===== src/rtl/uart_pkg.sv =====
// Shared UART definitions: receiver state encoding, frame width and the
// parity rule used by both the receive checker and the transmit generator.
package uart_pkg;

  localparam int unsigned DATA_BITS = 8;

  typedef enum logic [2:0] {
    IDLE,
    START,
    DATA,
    PARITY,
    STOP,
    BREAK
  } state_t;

  // Even parity is the XOR-reduction of the data; odd parity is its inverse.
  function automatic logic calc_parity(input logic [DATA_BITS-1:0] data,
                                       input logic                 odd);
    return odd ? ~^data : ^data;
  endfunction

endpackage


===== src/rtl/uart_baud_tick.sv =====
// Free-running oversample tick generator: one-clk pulse every DIV clocks,
// DIV = CLK_FREQ / (BAUD * OVERSAMPLE), never less than 1.
module uart_baud_tick #(
  parameter int unsigned CLK_FREQ   = 50_000_000,
  parameter int unsigned BAUD       = 115_200,
  parameter int unsigned OVERSAMPLE = 16
) (
  input  logic clk,
  input  logic rst_n,
  output logic tick
);

  localparam int unsigned DIV_RAW = CLK_FREQ / (BAUD * OVERSAMPLE);
  localparam int unsigned DIV     = (DIV_RAW < 1) ? 1 : DIV_RAW;
  localparam int unsigned CW      = (DIV > 1) ? $clog2(DIV) : 1;
  localparam logic [CW-1:0] CNT_LAST = CW'(DIV - 1);

  logic [CW-1:0] cnt;

  // Divide the system clock down to the oversample rate.
  always_ff @(posedge clk or negedge rst_n) begin
    if (!rst_n) begin
      cnt  <= '0;
      tick <= 1'b0;
    end else if (cnt == CNT_LAST) begin
      cnt  <= '0;
      tick <= 1'b1;
    end else begin
      cnt  <= cnt + 1'b1;
      tick <= 1'b0;
    end
  end

endmodule


===== src/rtl/uart_rx_parity.sv =====
// UART receiver with optional parity check. Deserialises the asynchronous
// rx line LSB first, then flags parity and framing errors alongside each
// delivered byte. A low stop bit parks the receiver until the line idles.
module uart_rx_parity
  import uart_pkg::*;
#(
  parameter int unsigned CLK_FREQ   = 50_000_000,
  parameter int unsigned BAUD       = 115_200,
  parameter int unsigned OVERSAMPLE = 16,
  parameter int unsigned PARITY_EN  = 1,
  parameter int unsigned PARITY_ODD = 0
) (
  input  logic                 clk,
  input  logic                 rst_n,
  input  logic                 rx,
  output logic [DATA_BITS-1:0] rx_data,
  output logic                 rx_valid,
  output logic                 parity_err,
  output logic                 frame_err,
  output logic                 busy
);

  localparam int unsigned OS_W  = $clog2(OVERSAMPLE);
  localparam int unsigned IDX_W = $clog2(DATA_BITS);

  localparam logic [OS_W-1:0]  OS_MID   = OS_W'(OVERSAMPLE / 2 - 1);
  localparam logic [OS_W-1:0]  OS_LAST  = OS_W'(OVERSAMPLE - 1);
  localparam logic [IDX_W-1:0] IDX_LAST = IDX_W'(DATA_BITS - 1);
  localparam logic             PAR_EN   = (PARITY_EN != 0);
  localparam logic             PAR_ODD  = (PARITY_ODD != 0);

  logic                 tick;
  logic                 rx_s1;
  logic                 rx_s2;
  logic                 rx_q;
  logic                 mid_bit;
  state_t               state;
  logic [OS_W-1:0]      os_cnt;
  logic [IDX_W-1:0]     bit_idx;
  logic [DATA_BITS-1:0] shift;
  logic                 par_bit;

  uart_baud_tick #(
    .CLK_FREQ  (CLK_FREQ),
    .BAUD      (BAUD),
    .OVERSAMPLE(OVERSAMPLE)
  ) u_baud_tick (
    .clk  (clk),
    .rst_n(rst_n),
    .tick (tick)
  );

  // Two-flop synchroniser plus one delayed copy for falling-edge detection;
  // all reset to the idle-high line level.
  always_ff @(posedge clk or negedge rst_n) begin
    if (!rst_n) begin
      rx_s1 <= 1'b1;
      rx_s2 <= 1'b1;
      rx_q  <= 1'b1;
    end else begin
      rx_s1 <= rx;
      rx_s2 <= rx_s1;
      rx_q  <= rx_s2;
    end
  end

  // Sample point: the oversample tick that lands in the middle of a bit.
  always_comb begin
    mid_bit = tick && (os_cnt == OS_MID);
  end

  // Frame state machine with registered byte, flags, valid pulse and busy.
  always_ff @(posedge clk or negedge rst_n) begin
    if (!rst_n) begin
      state      <= IDLE;
      os_cnt     <= '0;
      bit_idx    <= '0;
      shift      <= '0;
      par_bit    <= 1'b0;
      rx_data    <= '0;
      rx_valid   <= 1'b0;
      parity_err <= 1'b0;
      frame_err  <= 1'b0;
      busy       <= 1'b0;
    end else begin
      rx_valid <= 1'b0;

      // The in-bit counter wraps every OVERSAMPLE ticks, so once aligned to
      // the start edge it stays aligned for every following bit.
      if (state != IDLE && tick) begin
        os_cnt <= (os_cnt == OS_LAST) ? '0 : os_cnt + 1'b1;
      end

      case (state)
        IDLE: begin
          if (rx_q && !rx_s2) begin
            os_cnt <= '0;
            state  <= START;
          end
        end

        START: begin
          if (mid_bit) begin
            if (!rx_s2) begin
              bit_idx <= '0;
              busy    <= 1'b1;
              state   <= DATA;
            end else begin
              state <= IDLE;
            end
          end
        end

        DATA: begin
          if (mid_bit) begin
            shift[bit_idx] <= rx_s2;
            if (bit_idx == IDX_LAST) begin
              state <= PAR_EN ? PARITY : STOP;
            end else begin
              bit_idx <= bit_idx + 1'b1;
            end
          end
        end

        PARITY: begin
          if (mid_bit) begin
            par_bit <= rx_s2;
            state   <= STOP;
          end
        end

        STOP: begin
          if (mid_bit) begin
            rx_data    <= shift;
            parity_err <= PAR_EN && (par_bit != calc_parity(shift, PAR_ODD));
            frame_err  <= !rx_s2;
            rx_valid   <= 1'b1;
            if (rx_s2) begin
              busy  <= 1'b0;
              state <= IDLE;
            end else begin
              state <= BREAK;
            end
          end
        end

        BREAK: begin
          if (rx_s2) begin
            busy  <= 1'b0;
            state <= IDLE;
          end
        end

        default: begin
          busy  <= 1'b0;
          state <= IDLE;
        end
      endcase
    end
  end

endmodule

===== config.mk =====
export PLATFORM = sky130hd
export DESIGN_NAME = uart_rx_parity
export DESIGN_NICKNAME = d
export VERILOG_FILES = /design/src/rtl/uart_pkg.sv /design/src/rtl/uart_baud_tick.sv /design/src/rtl/uart_rx_parity.sv
export SDC_FILE = /design/constraint.sdc
export NUM_CORES = 1
export LEC_CHECK = 0
export ABC_AREA = 1
export ABC_CLOCK_PERIOD_IN_PS = 1350
export CAP_MARGIN = 20
export CORE_MARGIN = 4
export CORE_UTILIZATION = 45
export CTS_CLUSTER_DIAMETER = 100
export DETAILED_ROUTE_END_ITERATION = 7
export PLACE_DENSITY = 0.67
export REMOVE_ABC_BUFFERS = 1
export SYNTH_ARGS = -nofsm -noshare
export SYNTH_HDL_FRONTEND = slang
export SYNTH_HIERARCHICAL = 1
export SYNTH_SLANG_ARGS = --single-unit

===== constraint.sdc =====
create_clock -name clk -period 1.35 [get_ports clk]
set_clock_uncertainty 0.05 [all_clocks]
set_input_delay 0.3375 -clock clk [delete_from_list [all_inputs] [get_ports clk]]
set_output_delay 0.3375 -clock clk [all_outputs]
set_load 0.005 [all_outputs]

* Word-level counts from Yosys, hierarchy flattened
Cells that the tools add are included.
** Word-level totals
- Word-level logic and storage cells :: 87
- Register bits after elaboration :: 40
- Input port bits :: 3
- Output and inout bits :: 12
** Operators by class
- Order comparisons :: 2
- Add/sub/neg operators :: 3
- Equality and inequality tests :: 19
- Reductions and logical operators :: 16
- Multiplexer cells :: 31
- Bitwise operators :: 1
** Operators with widths (count)
- 3-bit 2-to-1 mux :: 12
- 2-bit != test, second input constant :: 9
- 3-bit one-hot mux with 6 select lines :: 1
- 4-bit 2-to-1 mux :: 4
- 3-bit == test, second input constant :: 3
- 8-bit bitwise mux :: 1
- 1-bit 2-to-1 mux :: 8
- 8-bit parity :: 1
- 7-bit AND reduction :: 1
- 3-bit by 2-bit == test with 1-bit output, second input constant :: 2
- 3-bit one-hot mux with 2 select lines :: 1
- 2-bit AND reduction :: 3
- 5-bit by 1-bit adder with 5-bit output, second input constant :: 1
- 5-bit == test, second input constant :: 1
- 5-bit 2-to-1 mux :: 1
- 5-bit AND reduction :: 1
- 4-bit by 1-bit adder with 4-bit output, second input constant :: 1
- 4-bit by 3-bit == test with 1-bit output, second input constant :: 1
- 4-bit == test, second input constant :: 1
- 1-bit logical AND :: 4
- 3-bit by 4-bit less-than comparator with 1-bit output, second input constant :: 1
- 1-bit one-hot mux with 4 select lines :: 1
- 4-bit AND reduction :: 1
- 3-bit by 1-bit adder with 3-bit output, second input constant :: 1
- 11 further kinds :: 11

* Depth between registers and ports, before layout
Gate-level depths: netlist (run 1).
- Depth after elaboration :: 5
- Gate-level depth with buffers :: 10
- Depth with buffers taken out :: 10

* Cells and area by module
Netlist (run 1), hierarchy kept.
** Modules (own cells, without submodules)
- uart_rx_parity :: area an instance 1800.5 um^2, times used 1, seq. area each 854.6 um^2, cells each 216
- uart_baud_tick :: area an instance 270.3 um^2, times used 1, seq. area each 150.1 um^2, cells each 30

* Worst setup path after synthesis (run 1)
No wires, ideal clock.
- Path type :: reg2reg
- From :: register os_cnt[0]
- To :: register shift[0]
- Required time :: 1168 ps
- Buffers on the path :: 0
- Data arrival time :: 1230 ps
- Setup slack :: -62 ps
- Setup time :: 132 ps
- Stages on the path, launching flop included :: 7
- Period minus slack after synthesis :: 1412 ps
- Path through :: dfrtp_1 > ha_1 > nand4_4 > nor3_4 > nand3_1 > nand2_1 > o21ai_1
** Between the ends
- Word-level cells in the longest chain between the ends :: 3
** Ends and longest elaborated chain
- start: declaration :: line uart_rx_parity.sv:38 : logic [OS_W-1:0] os_cnt;
- start signal: assignment :: line uart_rx_parity.sv:91 : os_cnt <= (os_cnt == OS_LAST) ? '0 : os_cnt + 1'b1;
- 4-bit by 3-bit == test with 1-bit output :: line uart_rx_parity.sv:69 : mid_bit = tick && (os_cnt == OS_MID);
- 1-bit logical AND :: line uart_rx_parity.sv:69
- 2-bit AND reduction (no source line)
- end signal: indexed assignment :: line uart_rx_parity.sv:116 : shift[bit_idx] <= rx_s2;
- end: declaration :: line uart_rx_parity.sv:40 : logic [DATA_BITS-1:0] shift;
Every way passes these cells.
A chain may end at the register's enable or synchronous reset.

* Final worst setup path (run 1)
- From :: register os_cnt[1]
- To :: register shift[3]
Same word-level chain as after synthesis.

==> results.json, run 1 <==
{
  "place.detailed.hpwl_mm": 2.74,
  "detail_route.wl_per_cell_um": 11.3,
  "cts_root_buffer": "sky130_fd_sc_hd__clkbuf_8",
  "area.growth.synth_to_final_pct": 35.2,
  "cp_max_delay_cell": "sky130_fd_sc_hd__dfrtp_1",
  "cts_tree": "built",
  "kind_of_critical_path": "register to register",
  "hold_path.class": "register to register",
  "power.sequential.fraction": 0.346,
  "fp.dieArea_um2": 5750,
  "tightestPinTransition_ps": 311,
  "yosys_most_used_dff": "sky130_fd_sc_hd__dfrtp_1",
  "hold_viol": 0,
  "io_buffer_count": 14,
  "final_critical_path_setup_slack_ps": -81.5,
  "wl_mm": 3.99,
  "global_route.overflow_total": 0,
  "synth-seq-area-share": 0.485,
  "synth.distinct_cells": 32,
  "grt.busiest_layer": "met2",
  "design.final.nets": 307,
  "grt_setup_unrepaired": "yes",
  "cellInternalPower_w": 0.00256,
  "clock_insertion_delay_worst_skew_ps": 290,
  "period_minus_slack_ps": 1430,
  "finish.instance_area_um2": 2800,
  "worst_setup_hold_path_clk_slew_ps": 80,
  "p_switching_w": 0.00143,
  "number_of_buffers_inserted_during_clock_tree_synthesis": 5,
  "grt_antenna_before_repair": 0,
  "outcome": "finished, violations left",
  "worstSetupEndpointType": "register",
  "post_dp_cell_area_um2": 2430,
  "floorplan.die.height_um": 75.8,
  "gp_congestion": 0.789,
  "layout.cells.most_common_list": "sky130_fd_sc_hd__nand2_1, sky130_fd_sc_hd__dfrtp_1, sky130_fd_sc_hd__buf_4, sky130_fd_sc_hd__inv_1, sky130_fd_sc_hd__o21ai_1",
  "crit_path_start_kind": "register",
  "die_w_um": 75.8,
  "rel_slew_slack": 0.791,
  "detail_route.drc_violations": 0,
  "drtPass1Iterations": 4,
  "grt_use_met2": 0.253,
  "maximum_number_of_pins_on_one_net_before_global_route_repair": 32,
  "layout_commonest_cell": "sky130_fd_sc_hd__nand2_1",
  "critical_path_buf_inv_count": 1,
  "ctsLongestPathBuffers": 2,
  "first_global_vias": 1541,
  "core_area_um2": 4410,
  "floorplan.initialDensity": 0.469,
  "synthArstFlopShare": 1.00,
  "report.final.setup_viol": 10,
  "global_route_wire_length_before_repair_mm": 6.76,
  "slew_violations": 0,
  "synthCells": 246,
  "placementRows": 24,
  "fmax_mhz": 699,
  "cp_cell_sequence": "ha_4 > nand4_4 > nor3_4 > buf_6 > nand3_2 > nand2_1 > o21ai_1",
  "mappedNetlistArea_um2": 2070,
  "global_routing_usage_on_met3": 0.0356,
  "cpLargestDelayFamily": "simple AND/OR/NAND/NOR gates",
  "cp.required_ps": 1480,
  "yosysWarningCount": 6,
  "cp.arrival_ps": 1560,
  "timing.final.crit_share": 1.06,
  "power-per-cell-area_nw_per_um2": 1420,
  "yosys_register_bits": 40,
  "tritoncts_num_sinks": 40,
  "drt_first_iter_violations": 104,
  "p_sw_frac": 0.359,
  "critical_path_peak_fanout": 8,
  "share_comb_of_total_power": 0.397,
  "ios": 15,
  "viasPerCell": 4.81,
  "groute.usage.overall": 0.156,
  "p_leak_nw": 1.33,
  "synthesis.area_per_instance_um2": 8.42,
  "power.ir.vdd_worst_mv": 0.983,
  "drive_above_1_share": 0.320,
  "synth-edff-count": 0,
  "violations": "negative setup slack",
  "place_worst_setup_slack_ps": -117,
  "cts_htree_levels": 2,
  "n_antenna_cell": 0,
  "route.antenna.remaining_nets": 0,
  "grt.met1_usage": 0.202,
  "p_clk_frac": 0.257,
  "vias": 1694,
  "maxCapViolations": 0,
  "crit_path_max_incr_delay_ps": 390
}
-- through the flow --
stage	TNS (ps)	total power, W	hold WS [ps]	cells	util
final	-433	0.00399	306	352	0.634
after detailed placement	-1780	0.00260	173	331	0.550
after global routing	-2290	0.00421	318	352	0.634
after global placement	-934	0.00259	177	331	0.550
after floorplan	-662	0.00221	-8.09	244	-
after CTS	-283	0.00380	305	348	0.611
-- synthesized netlist by cell type, types with 2 or more instances --
library cell / count / area share
sky130_fd_sc_hd__a21oi_1: 5 / 0.012
sky130_fd_sc_hd__a21oi_2: 2 / 0.0085
sky130_fd_sc_hd__dfrtp_1: 37 / 0.45
sky130_fd_sc_hd__dfstp_2: 3 / 0.038
sky130_fd_sc_hd__ha_1: 5 / 0.030
sky130_fd_sc_hd__inv_1: 28 / 0.051
sky130_fd_sc_hd__inv_2: 4 / 0.0072
sky130_fd_sc_hd__nand2_1: 73 / 0.13
sky130_fd_sc_hd__nand2_2: 3 / 0.0091
sky130_fd_sc_hd__nand2_4: 2 / 0.011
sky130_fd_sc_hd__nand3_1: 18 / 0.044
sky130_fd_sc_hd__nand3_2: 4 / 0.019
sky130_fd_sc_hd__nand4_1: 3 / 0.0091
sky130_fd_sc_hd__nor2_1: 15 / 0.027
sky130_fd_sc_hd__nor2_2: 2 / 0.0060
sky130_fd_sc_hd__nor2_4: 3 / 0.016
sky130_fd_sc_hd__o21ai_0: 3 / 0.0072
sky130_fd_sc_hd__o21ai_1: 22 / 0.053
-- worst register-to-register path, stage by stage (launching register included) --
cell and delay [ps]:
sky130_fd_sc_hd__dfrtp_1 390, sky130_fd_sc_hd__ha_4 160, sky130_fd_sc_hd__nand4_4 120, sky130_fd_sc_hd__nor3_4 200, sky130_fd_sc_hd__buf_6 170, sky130_fd_sc_hd__nand3_2 100, sky130_fd_sc_hd__nand2_1 80, sky130_fd_sc_hd__o21ai_1 70
-- area by class of cell --
type	count	area, um^2
clock buffer	6	82.6
clock inverter	2	38.8
fill	374	1610
inverter	34	140
multi-input combinational	170	1060
sequential	40	1010
tap	52	65.1
timing repair buffer	48	409
-- kinds of logic (layout without fill, tap and decap cells) --
family          after synthesis  after routing  share of synthesized area
simple gates                126            126                      0.294
flops                        40             40                      0.485
compound gates               37             37                      0.109
buf+inv                      36             90                     0.0725
fa+ha+maj                     5              5                     0.0302
xor+xnor                      2              2                    0.00846
-- path summary, 6_finish.rpt --
check | start | end | slack, ps | cells after the start
hold / removal | rx_s1 | rx_s2 | 310 | 0
min in group asynchronous | rst_n | rx_valid | 390 | 2
setup / recovery | os_cnt[1] | shift[3] | -80 | 7
max in group asynchronous | rst_n | rx_s1 | 340 | 3
setup reg to reg | os_cnt[1] | shift[3] | -80 | 7
hold reg to reg | rx_s1 | rx_s2 | 310 | 0
-- power groups by stage --
stage	combinational [W]	sequential [W]	clock [W]
2_1_floorplan	0.000787	0.00142	0
3_3_place_gp	0.00119	0.00140	0
3_5_place_dp	0.00120	0.00140	0
4_1_cts	0.00137	0.00137	0.00106
5_1_grt	0.00172	0.00139	0.00110
6_report	0.00158	0.00138	0.00103
-- routing by layer --
metal  part of all wire  vias to the layer above
li1                   -                      894
met3              0.040                        5
met5                  0                        -
met4              0.012                        0
met2               0.48                       29
met1               0.47                      766
-- state kept, by name (all words and copies together), names as in the netlist, 3 cells and up --
name	count
os_cnt	4
bit_idx	3
u_baud_tick/cnt	5
state	3
shift	8
rx_data	8
-- what timing repair did --
| action | in CTS | in global routing |
|---|---|---|
| hold buffers | 1 | 0 |
| setup buffers | 8 | 4 |
| pin swaps | 11 | 5 |
| endpoints found under the setup margin | 39 | 35 |
| endpoints found under the hold margin | 9 | 0 |
| gates resized for setup | 35 | 22 |
No activity file was read; power rests on OpenSTA's default activity.
==> run 2: changes to the inputs <==
--- a/config.mk
+++ b/config.mk
@@ -13,7 +13,6 @@
 export CTS_CLUSTER_DIAMETER = 100
 export DETAILED_ROUTE_END_ITERATION = 7
 export PLACE_DENSITY = 0.67
-export REMOVE_ABC_BUFFERS = 1
 export SYNTH_ARGS = -nofsm -noshare
 export SYNTH_HDL_FRONTEND = slang
 export SYNTH_HIERARCHICAL = 1
==> results.json, run 2 (same netlist as run 1, synthesis figures left out) <==
{
  "outcome": "finished, violations left",
  "violations": "negative setup slack",
  "layout.cells.most_common_list": "sky130_fd_sc_hd__nand2_1, sky130_fd_sc_hd__dfrtp_1, sky130_fd_sc_hd__buf_4, sky130_fd_sc_hd__inv_1, sky130_fd_sc_hd__o21ai_1",
  "io_buffer_count": 14,
  "number_of_buffers_inserted_during_clock_tree_synthesis": 5,
  "design.final.nets": 305,
  "nFillCells": 383,
  "route.antenna.remaining_nets": 0,
  "cts_htree_levels": 2,
  "synth.net_count": 254,
  "n_antenna_cell": 0,
  "clock_insertion_delay_worst_skew_ps": 290,
  "groute.usage.overall": 0.152,
  "fmax_mhz": 701,
  "startpoint_of_the_lowest_slack_register_to_register_path": "os_cnt[0]",
  "tritoncts_num_sinks": 40,
  "report.final.setup_viol": 11,
  "crit_path_start_kind": "register",
  "cp_cell_sequence": "ha_4 > nand4_4 > nor3_4 > buf_6 > nand3_4 > nand2_2 > o21ai_2",
  "die_w_um": 75.8,
  "wl_mm": 3.90,
  "power-per-cell-area_nw_per_um2": 1280,
  "detail_route.wl_per_cell_um": 11.1,
  "crit_path_max_incr_delay_ps": 390,
  "ios": 15,
  "placementRows": 24,
  "cp.arrival_ps": 1560,
  "global_route.overflow_total": 0,
  "fin_total_pwr_w": 0.00344,
  "cts_root_buffer": "sky130_fd_sc_hd__clkbuf_8",
  "place.detailed.hpwl_mm": 2.74,
  "post_layout_nonfiller_instances": 350,
  "hold_viol": 0,
  "worstSetupEndpointType": "register",
  "hold_path.class": "register to register",
  "gp_congestion": 0.761,
  "ctsLongestPathBuffers": 2,
  "worst_setup_hold_path_clk_slew_ps": 70,
  "period_minus_slack_ps": 1430,
  "critical_path_peak_fanout": 6,
  "detail_route.drc_violations": 0,
  "p_leak_nw": 1.30,
  "cp.required_ps": 1480,
  "min_from": "rx_s1",
  "global_route_wire_length_before_repair_mm": 6.76,
  "cts_tree": "built",
  "crit_path_start": "os_cnt[0]",
  "final_critical_path_setup_slack_ps": -77.1,
  "maxCapViolations": 0,
  "viasPerCell": 4.81,
  "setup_tns_ps": -498,
  "drt_first_iter_violations": 69,
  "power.ir.vdd_worst_mv": 1.12,
  "place_worst_setup_slack_ps": -68.6,
  "layout.core_utilization": 0.611,
  "fp.dieArea_um2": 5750,
  "floorplan.die.height_um": 75.8,
  "placedCellCount": 330,
  "rel_slew_slack": 0.806,
  "largest_registers_in_the_final_layout": "rx_data (8), shift (8), u_baud_tick/cnt (5)",
  "critical_path_buf_inv_count": 1,
  "vias": 1684,
  "floorplan.initialDensity": 0.469,
  "layout_commonest_cell": "sky130_fd_sc_hd__nand2_1",
  "cpLargestDelayFamily": "simple AND/OR/NAND/NOR gates",
  "grt_antenna_before_repair": 0,
  "kind_of_critical_path": "register to register",
  "drtPass1Iterations": 4,
  "tightestPinTransition_ps": 289,
  "drive_above_1_share": 0.295,
  "area.growth.synth_to_final_pct": 30.2,
  "grt_setup_unrepaired": "yes",
  "first_global_vias": 1563,
  "cp_max_delay_cell": "sky130_fd_sc_hd__dfrtp_1",
  "maximum_number_of_pins_on_one_net_before_global_route_repair": 41,
  "slew_violations": 0,
  "timing.final.crit_share": 1.06,
  "core_area_um2": 4410
}
## run 2: cell types whose count changed in the layout (fill, tap and decap cells not counted), sizes merged
cell           delta
buf               -2
bufinv            -1
clkbuf            +1
clkdlybuf4s15     +1
dlygate4sd2       -1
## run 2: worst paths after layout
check                                  end  slack [ps]  cells past startpoint
worst max-delay path              shift[0]         -80                      7
worst min-delay path                 rx_s2         310                      0
worst max register to register    shift[0]         -80                      7
worst min register to register       rx_s2         310                      0
max in group asynchronous             rx_q         500                      3
min in group asynchronous       bit_idx[0]         480                      3
## run 2: what timing repair did
action                                 in CTS  in global routing
setup endpoints to repair                  37                 36
setup buffers                               7                  4
resized for setup                          17                 24
pin swaps                                   8                  4
endpoints found under the hold margin      37                  0
hold buffers                                1                  0
## run 2: layout make-up
type                       instances  area, um^2  area share
multi-input combinational        170        1020       0.377
tap                               52        65.1      0.0241
timing repair buffer              46         388       0.144
clock buffer                       7        76.3      0.0283
sequential                        40        1010       0.373
inverter                          34         138      0.0511
clock inverter                     1        5.00     0.00186
## run 2: report_power, final
part	switching [W]	internal, W	total (W)
logic	0.000794	0.000526	0.00132
clock network	0.000397	0.000363	0.000760
registers	0.0000683	0.00129	0.00136
## run 2: routing by layer
| layer | part of all wire | track usage |
|---|---|---|
| met1 | 0.47 | 0.192 |
| met2 | 0.47 | 0.255 |
| met3 | 0.038 | 0.0396 |
| met4 | 0.018 | 0.0466 |
| met5 | 0 | 0 |
## run 2: per-stage QoR
stage | hold WS (ps) | cell area (um^2)
6_report | 308 | 2700
3_5_place_dp | 274 | 2430
2_1_floorplan | -8.09 | 2090
4_1_cts | 307 | 2580
5_1_grt | 310 | 2700
3_3_place_gp | 271 | 2430
==> run 3: changes to the inputs <==
--- a/config.mk
+++ b/config.mk
@@ -13,6 +13,7 @@
 export CTS_CLUSTER_DIAMETER = 100
 export DETAILED_ROUTE_END_ITERATION = 7
 export PLACE_DENSITY = 0.67
+export RECOVER_POWER = 50
 export SYNTH_ARGS = -nofsm -noshare
 export SYNTH_HDL_FRONTEND = slang
 export SYNTH_HIERARCHICAL = 1
==> results.json, run 3 (same netlist as run 1, synthesis figures left out) <==
{
  "period_minus_slack_ps": 1430,
  "report.final.setup_viol": 11,
  "power-per-cell-area_nw_per_um2": 1280,
  "cp.arrival_ps": 1560,
  "number_of_buffers_inserted_during_clock_tree_synthesis": 5,
  "critical_path_peak_fanout": 6,
  "gp_congestion": 0.761,
  "clock_insertion_delay_worst_skew_ps": 300,
  "global_route_wire_length_before_repair_mm": 6.76,
  "violations": "negative setup slack",
  "p_sw_frac": 0.367,
  "setup_tns_ps": -510,
  "layout_commonest_cell": "sky130_fd_sc_hd__nand2_1",
  "drive_above_1_share": 0.292,
  "placementRows": 24,
  "detail_route.drc_violations": 0,
  "grt.met1_usage": 0.192,
  "ios": 15,
  "grt_setup_unrepaired": "yes",
  "p_clk_frac": 0.221,
  "seq_area_um2": 1010,
  "die_w_um": 75.8,
  "cp.required_ps": 1480,
  "rr_worst_depth": 7,
  "fmax_mhz": 700,
  "groute.usage.overall": 0.152,
  "cellInternalPower_w": 0.00217,
  "ctsLongestPathBuffers": 2,
  "timing.final.crit_share": 1.06,
  "floorplan.die.height_um": 75.8,
  "grt_antenna_before_repair": 0,
  "hold_viol": 0,
  "global_routing_usage_on_met3": 0.0396,
  "drt_first_iter_violations": 77,
  "detail_route.wl_per_cell_um": 11.1,
  "power.ir.vdd_worst_mv": 1.12,
  "route.antenna.remaining_nets": 0,
  "tritoncts_num_sinks": 40,
  "floorplan.initialDensity": 0.469,
  "worstSetupEndpointType": "register",
  "area.growth.synth_to_final_pct": 29.5,
  "n_antenna_cell": 0,
  "design.final.nets": 305,
  "grt.busiest_layer": "met2",
  "largest_registers_in_the_final_layout": "rx_data (8), shift (8), u_baud_tick/cnt (5)",
  "whs_path_depth": 0,
  "wl_mm": 3.90,
  "multiInputGateArea_um2": 1020,
  "vias": 1682,
  "maximum_number_of_pins_on_one_net_before_global_route_repair": 41,
  "core_area_um2": 4410,
  "layout.core_utilization": 0.608,
  "p_leak_nw": 1.29,
  "first_global_vias": 1563,
  "place.detailed.hpwl_mm": 2.74,
  "cts_htree_levels": 2,
  "fp.dieArea_um2": 5750,
  "nFillCells": 385,
  "power.sequential.fraction": 0.396,
  "final_critical_path_setup_slack_ps": -78.7,
  "tightestPinTransition_ps": 535,
  "slew_violations": 0,
  "hold_path.class": "register to register",
  "outcome": "finished, violations left",
  "drtPass1Iterations": 4,
  "io_buffer_count": 14,
  "viasPerCell": 4.81,
  "cts_tree": "built",
  "synth.net_count": 254,
  "cts_root_buffer": "sky130_fd_sc_hd__clkbuf_8",
  "layout.cells.most_common_list": "sky130_fd_sc_hd__nand2_1, sky130_fd_sc_hd__dfrtp_1, sky130_fd_sc_hd__buf_4, sky130_fd_sc_hd__inv_1, sky130_fd_sc_hd__o21ai_1",
  "worst_setup_hold_path_clk_slew_ps": 70,
  "worst-r2r-setup-slack_ps": -80,
  "global_route.overflow_total": 0,
  "maxCapViolations": 0,
  "p_switching_w": 0.00126,
  "kind_of_critical_path": "register to register",
  "crit_path_start_kind": "register",
  "fin_total_pwr_w": 0.00343,
  "grt_use_met2": 0.255,
  "rel_slew_slack": 0.643,
  "share_comb_of_total_power": 0.383
}
## run 3: cell types whose count changed in the layout (fill, tap and decap cells not counted), sizes merged
| cell | delta |
|---|---|
| buf | -1 |
| dlygate4sd3 | +1 |
| clkbuf | +1 |
| clkdlybuf4s50 | -1 |
## run 3: power groups by stage
stage	clock (W)	sequential, W	combinational, W
global route	0.000838	0.00137	0.00148
global placement	0	0.00138	0.00122
floorplan	0	0.00143	0.000790
finish	0.000760	0.00136	0.00131
CTS	0.000779	0.00136	0.00124
detailed placement	0	0.00138	0.00123
## run 3: final cells by class
class | instances | area share
Sequential cell | 40 | 0.375
Clock buffer | 7 | 0.0285
Clock inverter | 1 | 0.00187
Tap cell | 52 | 0.0243
Timing Repair Buffer | 46 | 0.140
Multi-Input combinational cell | 170 | 0.379
Inverter | 34 | 0.0513
## run 3: critical path, stage by stage (launching register included)
cell	delay, ps
sky130_fd_sc_hd__dfrtp_1	390
sky130_fd_sc_hd__ha_4	160
sky130_fd_sc_hd__nand4_4	100
sky130_fd_sc_hd__nor3_4	230
sky130_fd_sc_hd__buf_6	160
sky130_fd_sc_hd__nand3_4	80
sky130_fd_sc_hd__nand2_2	90
sky130_fd_sc_hd__o21ai_2	50
## run 3: final timing paths
kind	start	to
hold reg to reg	rx_s1	rx_s2
hold / removal	rx_s1	rx_s2
max in group asynchronous	rst_n	rx_q
setup / recovery	os_cnt[0]	shift[0]
min in group asynchronous	rst_n	state[2]
setup reg to reg	os_cnt[0]	shift[0]
## run 3: routing by layer
layer | part of all wire | routed length (um)
met3 | 0.038 | 148
met2 | 0.47 | 1850
met4 | 0.018 | 70
met1 | 0.47 | 1830
met5 | 0 | 0
## run 3: timing repair
| action | in CTS | in global routing |
|---|---|---|
| pin swaps | 8 | 4 |
| hold endpoints to repair | 37 | 0 |
| endpoints found under the setup margin | 37 | 36 |
| cloned | 0 | 0 |
| resized for setup | 17 | 24 |
| hold buffers | 1 | 0 |
| buffers inserted | 7 | 4 |
## run 3: per-stage QoR
stage	instances	hold WS, ps	instance area (um^2)	setup slack (ps)
floorplan	246	-8.09	2090	-46.7
global placement	330	271	2430	-53.0
detailed placement	330	274	2430	-68.6
CTS	346	307	2580	-76.3
global route	350	315	2680	-168
finish	350	313	2680	-78.7
